## src/rtl/alu_pkg.sv

```systemverilog
// Shared constants for the MIPS-style ALU: ALUControl encodings and the default datapath width.
package alu_pkg;

    localparam int unsigned ALU_WIDTH = 32;

    localparam logic [2:0] ALU_AND  = 3'b000;
    localparam logic [2:0] ALU_OR   = 3'b001;
    localparam logic [2:0] ALU_ADD  = 3'b010;
    localparam logic [2:0] ALU_RSVD = 3'b011;
    localparam logic [2:0] ALU_ANDN = 3'b100;
    localparam logic [2:0] ALU_ORN  = 3'b101;
    localparam logic [2:0] ALU_SUB  = 3'b110;
    localparam logic [2:0] ALU_SLT  = 3'b111;

endpackage

```

## src/rtl/alu_adder.sv

```systemverilog
// Shared WIDTH-bit adder: optional B inversion with carry-in, reporting sum, sum MSB and
// signed overflow (carry-out is intentionally not produced).
module alu_adder
    import alu_pkg::*;
#(
    parameter int unsigned WIDTH = ALU_WIDTH
) (
    input  logic [WIDTH-1:0] a,
    input  logic [WIDTH-1:0] b,
    input  logic             sub,
    output logic [WIDTH-1:0] sum,
    output logic             sum_msb,
    output logic             ovf
);

    logic [WIDTH-1:0] b_eff;

    assign b_eff   = sub ? ~b : b;
    assign sum     = a + b_eff + {{(WIDTH-1){1'b0}}, sub};
    assign sum_msb = sum[WIDTH-1];
    // Overflow: both adder inputs share a sign that the sum does not.
    assign ovf     = (a[WIDTH-1] == b_eff[WIDTH-1]) && (sum[WIDTH-1] != a[WIDTH-1]);

endmodule

```

## src/rtl/alu.sv

```systemverilog
// 32-bit MIPS-style ALU with Zero flag and sticky signed-overflow status.
// Define ALU_OUTPUT_REG_EN to register ALUResult/Zero/Overflow (1-cycle latency).
module alu
    import alu_pkg::*;
#(
    parameter int unsigned WIDTH = ALU_WIDTH
) (
    input  logic             clk,
    input  logic             rst_n,
    input  logic [WIDTH-1:0] A,
    input  logic [WIDTH-1:0] B,
    input  logic [2:0]       ALUControl,
    input  logic             ovf_clr,
    output logic [WIDTH-1:0] ALUResult,
    output logic             Zero,
    output logic             Overflow,
    output logic             OvfSticky
);

    logic [WIDTH-1:0] sum;
    logic             sum_msb;
    logic             add_ovf;
    logic [WIDTH-1:0] result_d;
    logic             ovf_d;
    logic             sticky_q;

    alu_adder #(
        .WIDTH(WIDTH)
    ) u_adder (
        .a      (A),
        .b      (B),
        .sub    (ALUControl[2]),
        .sum    (sum),
        .sum_msb(sum_msb),
        .ovf    (add_ovf)
    );

    always_comb begin
        result_d = '0;
        ovf_d    = 1'b0;
        case (ALUControl)
            ALU_AND:  result_d = A & B;
            ALU_OR:   result_d = A | B;
            ALU_ADD:  begin
                result_d = sum;
                ovf_d    = add_ovf;
            end
            ALU_RSVD: result_d = '0;
            ALU_ANDN: result_d = A & ~B;
            ALU_ORN:  result_d = A | ~B;
            ALU_SUB:  begin
                result_d = sum;
                ovf_d    = add_ovf;
            end
            // True signed less-than, valid even when the subtraction overflows.
            ALU_SLT:  result_d = {{(WIDTH-1){1'b0}}, sum_msb ^ add_ovf};
            default:  result_d = '0;
        endcase
    end

`ifdef ALU_OUTPUT_REG_EN
    logic [WIDTH-1:0] result_q;
    logic             zero_q;
    logic             ovf_q;

    always_ff @(posedge clk or negedge rst_n) begin
        if (!rst_n) begin
            result_q <= '0;
            zero_q   <= 1'b1;
            ovf_q    <= 1'b0;
        end else begin
            result_q <= result_d;
            zero_q   <= (result_d == '0);
            ovf_q    <= ovf_d;
        end
    end

    assign ALUResult = result_q;
    assign Zero      = zero_q;
    assign Overflow  = ovf_q;
`else
    assign ALUResult = result_d;
    assign Zero      = (result_d == '0);
    assign Overflow  = ovf_d;
`endif

    // Clear wins over a same-cycle overflow.
    always_ff @(posedge clk or negedge rst_n) begin
        if (!rst_n) begin
            sticky_q <= 1'b0;
        end else if (ovf_clr) begin
            sticky_q <= 1'b0;
        end else if (Overflow) begin
            sticky_q <= 1'b1;
        end
    end

    assign OvfSticky = sticky_q;

endmodule

```

## config.mk

```make
export PLATFORM = sky130hd
export DESIGN_NAME = alu
export DESIGN_NICKNAME = d
export VERILOG_FILES = /design/src/rtl/alu_pkg.sv /design/src/rtl/alu_adder.sv /design/src/rtl/alu.sv
export SDC_FILE = /design/constraint.sdc
export NUM_CORES = 1
export LEC_CHECK = 0
export BUFFER_PORTS_ARGS = -buffer_cell sky130_fd_sc_hd__buf_2
export CAP_MARGIN = 20
export CORE_MARGIN = 3
export CORE_UTILIZATION = 49
export CTS_CLUSTER_DIAMETER = 80
export DETAILED_ROUTE_END_ITERATION = 16
export PLACE_DENSITY = 0.79
export SYNTH_ARGS = -nofsm -noshare
export SYNTH_HDL_FRONTEND = slang
export SYNTH_HIERARCHICAL = 1
export SYNTH_SLANG_ARGS = --single-unit
```

## constraint.sdc

```tcl
create_clock -name clk -period 3.31 [get_ports clk]
set_input_delay 0.1655 -clock clk [delete_from_list [all_inputs] [get_ports clk]]
set_output_delay 0.1655 -clock clk [all_outputs]
set_load 0.1 [all_outputs]
```

==> results.cfg, run 1 <==
[floorplan]
io-pin-count = 105
num_rows = 29
fp.dieH_um = 89.69
start_util_pct = 52.26
die_w_um = 89.69

[synth]
syn_area_per_cell_um2 = 6.976
synth.most_common_cell = xor2_1
synth_top_area_cell = xor2_1
synth_fp_nets = 593
postSynthCellCount = 492
ys_ff_latch = 1
ys.warnings.count = 6
yosysSeqAreaShare_pct = 0.7291
synth_commonest_cells = xor2_1 (74), a21oi_1 (42), o21ai_0 (42), nand2_1 (36), nand3_1 (35)
synth_ff_type = dfrtp_1
netlist_area_mm2 = 0.003432
synth_edf_count = 0
synth_top_area_share_pct = 18.88
synth_cell_types = 64
ys_async_sr_fraction_pct = 100.0
synthTopCellsByArea = xor2_1 (19%), ha_1 (11%), a21oi_1 (6.1%)

[run_status]
status = aborted with a tool error
run.stop_error = [ERROR DPL-0038] Utilization greater than 100%, impossible to legalize
stop_stage = global routing

[placement]
dp_cells = 815
post_dp_cell_area_mm2 = 0.005766
hpwl_mm = 13.62
routabilityCongestion = 1.030
post-place-ws_ps = -758.3
io_buffers = 104

[timing]
crit_endpoint = Zero
worstEpCategory = primary output

[global_route]
grt_max_degree = 34
## repair_timing
| item | in CTS |
|---|---|
| setup endpoints to repair | 4 |
| hold endpoints to repair | 1 |
| setup buffers | 8 |
| pin swaps | 24 |
| resized for setup | 50 |
| hold buffers | 1 |
## cells by family after synthesis
kind of cell | share of synthesized area (%)
AND/OR/NAND/NOR | 26.03
AO/OA/AOI/OAI | 29.49
XOR/XNOR | 22.97
buffers and inverters | 5.869
adder cells (fa/ha/maj) | 13.34
multiplexers | 1.568
flip-flops | 0.7290
## stage by stage
| step | utilization [%] | setup TNS (ps) | hold slack (ps) |
|---|---|---|---|
| 2_1_floorplan | - | -367.6 | -130.1 |
| 3_3_place_gp | 87.79 | -679.5 | -59.68 |
| 3_5_place_dp | 87.79 | -1063 | -54.47 |
| 4_1_cts | 92.34 | -295.7 | 333.8 |
==> run 2, diff against run 1 <==
Settings changed: CORE_UTILIZATION 49 to 40, CTS_CLUSTER_DIAMETER 80 to default, PLACE_DENSITY 0.79 to default, PLACE_DENSITY_LB_ADDON from default to 0.15.
Clock period 3.31 ns to 4.3 ns, I/O delays scaled along.
==> run 2 against run 1 <==
Effect of this change: the flow now finishes without violations; synthesized cell count unchanged; area after synthesis is the same.
==> results.cfg, run 2 <==
[run_status]
status = finished, final reports clean

[placement]
hpwl_mm = 10.07
io_buffers = 104
dp_cells = 685
post-place-ws_ps = 105.9
routabilityCongestion = 0.9860

[synth]
synth_top_area_share_pct = 18.88
synth_ff_type = dfrtp_1
synth_edf_count = 0
yosysSeqAreaShare_pct = 0.7291
synth_top_area_cell = xor2_1
synth_fp_nets = 593
ys_ff_latch = 1
ys.warnings.count = 6
postSynthCellCount = 492
synth.most_common_cell = xor2_1
synthTopCellsByArea = xor2_1 (19%), ha_1 (11%), a21oi_1 (6.1%)
syn_area_per_cell_um2 = 6.976
netlist_area_mm2 = 0.003432
ys_async_sr_fraction_pct = 100.0
synth_commonest_cells = xor2_1 (74), a21oi_1 (42), o21ai_0 (42), nand2_1 (36), nand3_1 (35)
synth_cell_types = 64

[floorplan]
die_w_um = 98.63
start_util_pct = 41.56
num_rows = 33
io-pin-count = 105
core_area_mm2 = 0.008258
fp.dieH_um = 98.63
die-area_mm2 = 0.009728

[clock_tree]
clkLatencyLatePin_ps = 0
clkSlewWorstSetupHoldPaths_ps = 0

[critical_path]
r2r-end = OvfSticky
slowest_delay_ps = 470
rrSetupSlack_ps = 3690
end_kind = output port
cp-start-kind = primary input
path_buf_inv = 3
crit_chain = buf_6, buf_12, xor2_1, ha_1, nand2_1, nor4_1, nand2_1, a211oi_1, nor3_2, xnor2_1, xor2_1, a31oi_1, o22ai_2, nor4_2, and4bb_4, buf_12
timing.rr.start = OvfSticky
cp.required_ps = 4090
r2r_cells = 2
critPathTopFamily = simple AND/OR/NAND/NOR gates
crit_path_top_delay_cell = ha_1
crit_fanout = 22
crit_arrival_ps = 3800
worstSetupPathType = primary input to output port

[finish]
drive_gt1_share_pct = 27.54
layout.cells.non_filler = 686
nets = 684
largest_reg_flops = 1
syn2layout_area_growth_pct = 24.13
layout_commonest_cell = buf_2
fillers = 853
num_antenna_cells = 0
mostFrequentLayoutCells = buf_2 (102), xor2_1 (74), o21ai_0 (42), a21oi_1 (41), nand2_1 (35)

[timing]
setup_viol = 0
finalMaxSlewViolations = 0
relSlewSlack_pct = 46.36
worst_pin_slew_ps = 800.9
finalCritPeriodShare_pct = 93.26
finalWorstSetupSlack_ps = 289.8
rsz0062_at_grt = false
period_minus_slack_ps = 4010
setup_tns_ps = 0
fmax_mhz = 249.4
finalHoldViolations = 0
skew_ps = 0

[power_and_ir_drop]
cellInternalPower_mw = 0.3522
combPwrFrac_pct = 99.1
ir_worst_vdd_v = 0.0001594
power_density_mw_per_mm2 = 280.8
switching_share_pct = 70.56
pwr-share-clk_pct = 0
p_sw_mw = 0.8441
seqPwrFrac_pct = 0.9
leakagePower_nw = 1.932

[global_route]
grt-ovfl-total = 0
grt_usage_pct = 23.78
grt_pass1_vias = 3802
antenna_found_initial = 0
grt_pass1_wl_mm = 19.55
grt_max_degree = 30

[drt]
dr_total_vias = 4079
firstDrtPassIters = 5
first_iter_violations = 250
via_per_inst = 5.946
drt-total-wl_mm = 12.25
post_drt_wl_per_cell_um = 17.85
drcViolationCount = 0
final_antenna_net_count = 0

[hold_path]
hold_depth = 2
hold_path.startpoint = ovf_clr
hold_path_end = OvfSticky
hp-class = primary input to register

[job]
max-cap-violations = 0
-- run 2: cell type report --
class	instances	area (µm²)	area share, %
repair buffers	119	685.7	16.09
inverters	12	45.04	1.057
well taps	105	131.4	3.084
flip-flops and latches	1	25.02	0.5874
multi-input cells	449	3373	79.18
-- run 2: worst register-to-register path: cells and delay by family, from the launching register on --
kind	cells	cell delay (ps)
flops	1	360
simple gates	2	140
-- run 2: per-layer routing --
| layer | vias up | track usage [%] | share of wire [%] |
|---|---|---|---|
| met3 | 6 | 2.123 | 5.8 |
| met5 | - | 0 | 0 |
| met1 | 1948 | 36.43 | 48 |
| met2 | 125 | 37.86 | 46 |
| li1 | 2000 | - | - |
| met4 | 0 | 1.155 | 0.34 |
-- run 2: worst max-delay path by stage --
| stage | from | end | slack [ps] | cells past startpoint |
|---|---|---|---|---|
| 5_1_grt | ALUControl[2] | Zero | 50 | 16 |
| 6_report | ALUControl[2] | Zero | 290 | 16 |
| 3_3_place_gp | ALUControl[2] | Zero | 80 | 16 |
| 3_5_place_dp | ALUControl[2] | Zero | 110 | 16 |
| 4_1_cts | ALUControl[2] | Zero | 80 | 16 |
| 2_1_floorplan | ALUControl[2] | Zero | 30 | 15 |
-- run 2: through the flow --
stage	area (µm²)	hold WS (ps)	utilization (%)	total power [mW]
finish	4260	367.7	51.59	1.196
global placement	4220	-10.19	51.11	1.168
global route	4260	380.8	51.59	1.276
floorplan	3578	-80.59	-	0.9327
CTS	4230	369.8	51.23	1.180
detailed placement	4220	-9.643	51.11	1.175
-- run 2: timing repair --
action,CTS,global route
hold buffers,1,0
buffers inserted,0,0
endpoints found under the hold margin,1,0
resized for setup,0,7
setup endpoints to repair,0,1
-- run 2: cells by family (layout without fill, tap and decap cells) --
logic type | after synthesis | after routing | synth area share, %
DFF | 1 | 1 | 0.7290
and+or+nand+nor | 166 | 166 | 26.03
xor gates and xnor gates | 90 | 90 | 22.97
buffers and inverters | 42 | 131 | 5.869
muxes | 4 | 4 | 1.568
adders and majority gates | 37 | 37 | 13.34
AOI/OAI and AO/OA | 152 | 152 | 29.49
-- run 2: power groups by stage --
stage	clock network (mW)	logic, mW	registers (mW)
floorplan	0	0.919	0.0142
global placement	0	1.16	0.0103
detailed placement	0	1.16	0.0104
CTS	0	1.17	0.0104
global route	0	1.27	0.0104
finish	0	1.19	0.0104
Note: power is estimated with default switching activity, not from simulation.
==> run 3, diff against run 2 <==
Settings changed: CAP_MARGIN 20 to 25, CELL_PAD_IN_SITES_DETAIL_PLACEMENT from default to 1, CELL_PAD_IN_SITES_GLOBAL_PLACEMENT from default to 1, CORE_UTILIZATION 40 to 35.
==> run 3 against run 2 <==
Effect of this change: sequential share of layout area hardly changed; fmax is 1.9% lower; global-route usage is 0.11 points higher; via count is 0.74% higher; highest routed layer unchanged; register-to-register slack hardly changed; critical path depth stayed put; largest cell class unchanged.
==> results.cfg, run 3 (synthesis results as in run 2) <==
[finish]
num_antenna_cells = 0
nets = 691
mostFrequentLayoutCells = buf_2 (102), xor2_1 (74), o21ai_0 (41), a21oi_1 (39), nand2_1 (35)
fin_util_pct = 46.62
syn2layout_area_growth_pct = 27.31
largest_reg_flops = 1
layout_commonest_cell = buf_2
drive_gt1_share_pct = 29.42

[timing]
timing.hold.ws_ps = 368.5
finalMaxSlewViolations = 0
worst_pin_slew_ps = 933.8
setup_viol = 0
rsz0062_at_grt = false
fmax_mhz = 244.6
finalHoldViolations = 0
finalCritPeriodShare_pct = 95.08
period_minus_slack_ps = 4088
relSlewSlack_pct = 37.47
skew_ps = 0

[power_and_ir_drop]
leakagePower_nw = 1.962
p_sw_mw = 0.8677
switching_share_pct = 70.40
power_density_mw_per_mm2 = 282.1
pwr-share-clk_pct = 0
combPwrFrac_pct = 99.2
finalPower_mw = 1.232
ir_worst_vdd_v = 0.0001255
seqPwrFrac_pct = 0.8
cellInternalPower_mw = 0.3647

[hold_path]
hp-class = primary input to register
hold_path.startpoint = ovf_clr
hold_depth = 2

[critical_path]
end_kind = output port
r2r_cells = 2
cp-start-kind = primary input
critPathLaunch = ALUControl[2]
timing.rr.start = OvfSticky
crit_arrival_ps = 3870
cp.required_ps = 4090
crit_fanout = 17
worstSetupPathType = primary input to output port

[global_route]
grt_max_degree = 29
grt-ovfl-total = 0
antenna_found_initial = 0
met1_usage_pct = 33.17
grt_pass1_vias = 4119
grtUsageMet2_pct = 41.61
grt_pass1_wl_mm = 21.85
gr-usage-met3_pct = 2.594
busiest_layer = met2
grt_usage_pct = 23.89

[drt]
first_iter_violations = 185
drcViolationCount = 0
via_per_inst = 5.731
post_drt_wl_per_cell_um = 19.17
dr_total_vias = 4109
firstDrtPassIters = 4
final_antenna_net_count = 0
drt-total-wl_mm = 13.74

[run_status]
status = finished, final reports clean

[clock_tree]
clkSlewWorstSetupHoldPaths_ps = 0
clkLatencyLatePin_ps = 0

[placement]
hpwl_mm = 11.42
routabilityCongestion = 0.9322
io_buffers = 104

[floorplan]
die_w_um = 105.0
io-pin-count = 105
fp.dieH_um = 105.0
start_util_pct = 36.62
core_area_mm2 = 0.009371
die-area_mm2 = 0.01103
num_rows = 35

[job]
max-cap-violations = 0
==> run 3: cell types whose count changed in the layout (fill, tap and decap cells not counted), moves of 2 or more <==
cell     previous run  this run
a21oi_1            41        39
nor3_2              2         0
buf_8               0         2
ha_2                0         2
a21oi_2             1         3
buf_4              11        18
ha_1               30        28
==> run 3: worst paths after layout <==
check	endpoint	slack, ps
max	Zero	210
min	OvfSticky	370
max reg2reg	OvfSticky	3690
min reg2reg	OvfSticky	480
max in group asynchronous	OvfSticky	3670
min in group asynchronous	OvfSticky	550
==> run 3: power groups by stage <==
stage               logic [mW]  registers [mW]  clock network [mW]
floorplan                0.919          0.0142                   0
global placement          1.18          0.0103                   0
detailed placement        1.20          0.0104                   0
CTS                       1.20          0.0104                   0
global route              1.30          0.0104                   0
finish                    1.22          0.0103                   0
==> run 3: cell type report <==
type	instances	area, µm²
sequential	1	25.02
timing repair buffer	126	737.0
multi-input combinational	449	3401
fill	1266	5002
inverter	12	45.04
tap	129	161.4
==> run 3: worst max-delay path, stage by stage <==
cell and delay, ps:
buf_6 160, xor2_1 180, ha_1 350, a21oi_1 280, o221ai_4 210, o31ai_4 330, o21ai_2 110, a2111oi_0 430
nor3_1 120, nand3b_1 160, nand3_4 100, nor4_1 370, buf_4 180, nand4_1 150, and4bb_4 360, buf_12 170
==> run 3: layer usage <==
metal	part of all wire, %	vias to the layer above
met2	48	77
met5	0	-
met1	48	2017
met4	0.28	0
li1	-	2011
met3	4.1	4
==> run 3: repair_timing <==
| item | 4_1_cts | 5_1_grt |
|---|---|---|
| hold endpoints to repair | 1 | 0 |
| gates resized for setup | 2 | 13 |
| setup buffers | 0 | 0 |
| setup endpoints to repair | 1 | 1 |
| pin swaps | 0 | 1 |
| hold buffers | 1 | 0 |
==> run 3: stage by stage <==
stage / setup WS [ps] / TNS, ps / instance area (µm²) / instances
final: 211.5 / 0 / 4369 / 717
after global routing: 55.25 / 0 / 4369 / 717
after CTS: 44.76 / 0 / 4303 / 716
after detailed placement: -85.78 / -85.78 / 4283 / 715
after global placement: -61.74 / -61.74 / 4283 / 715
after floorplan: 31.02 / 0 / 3578 / 492
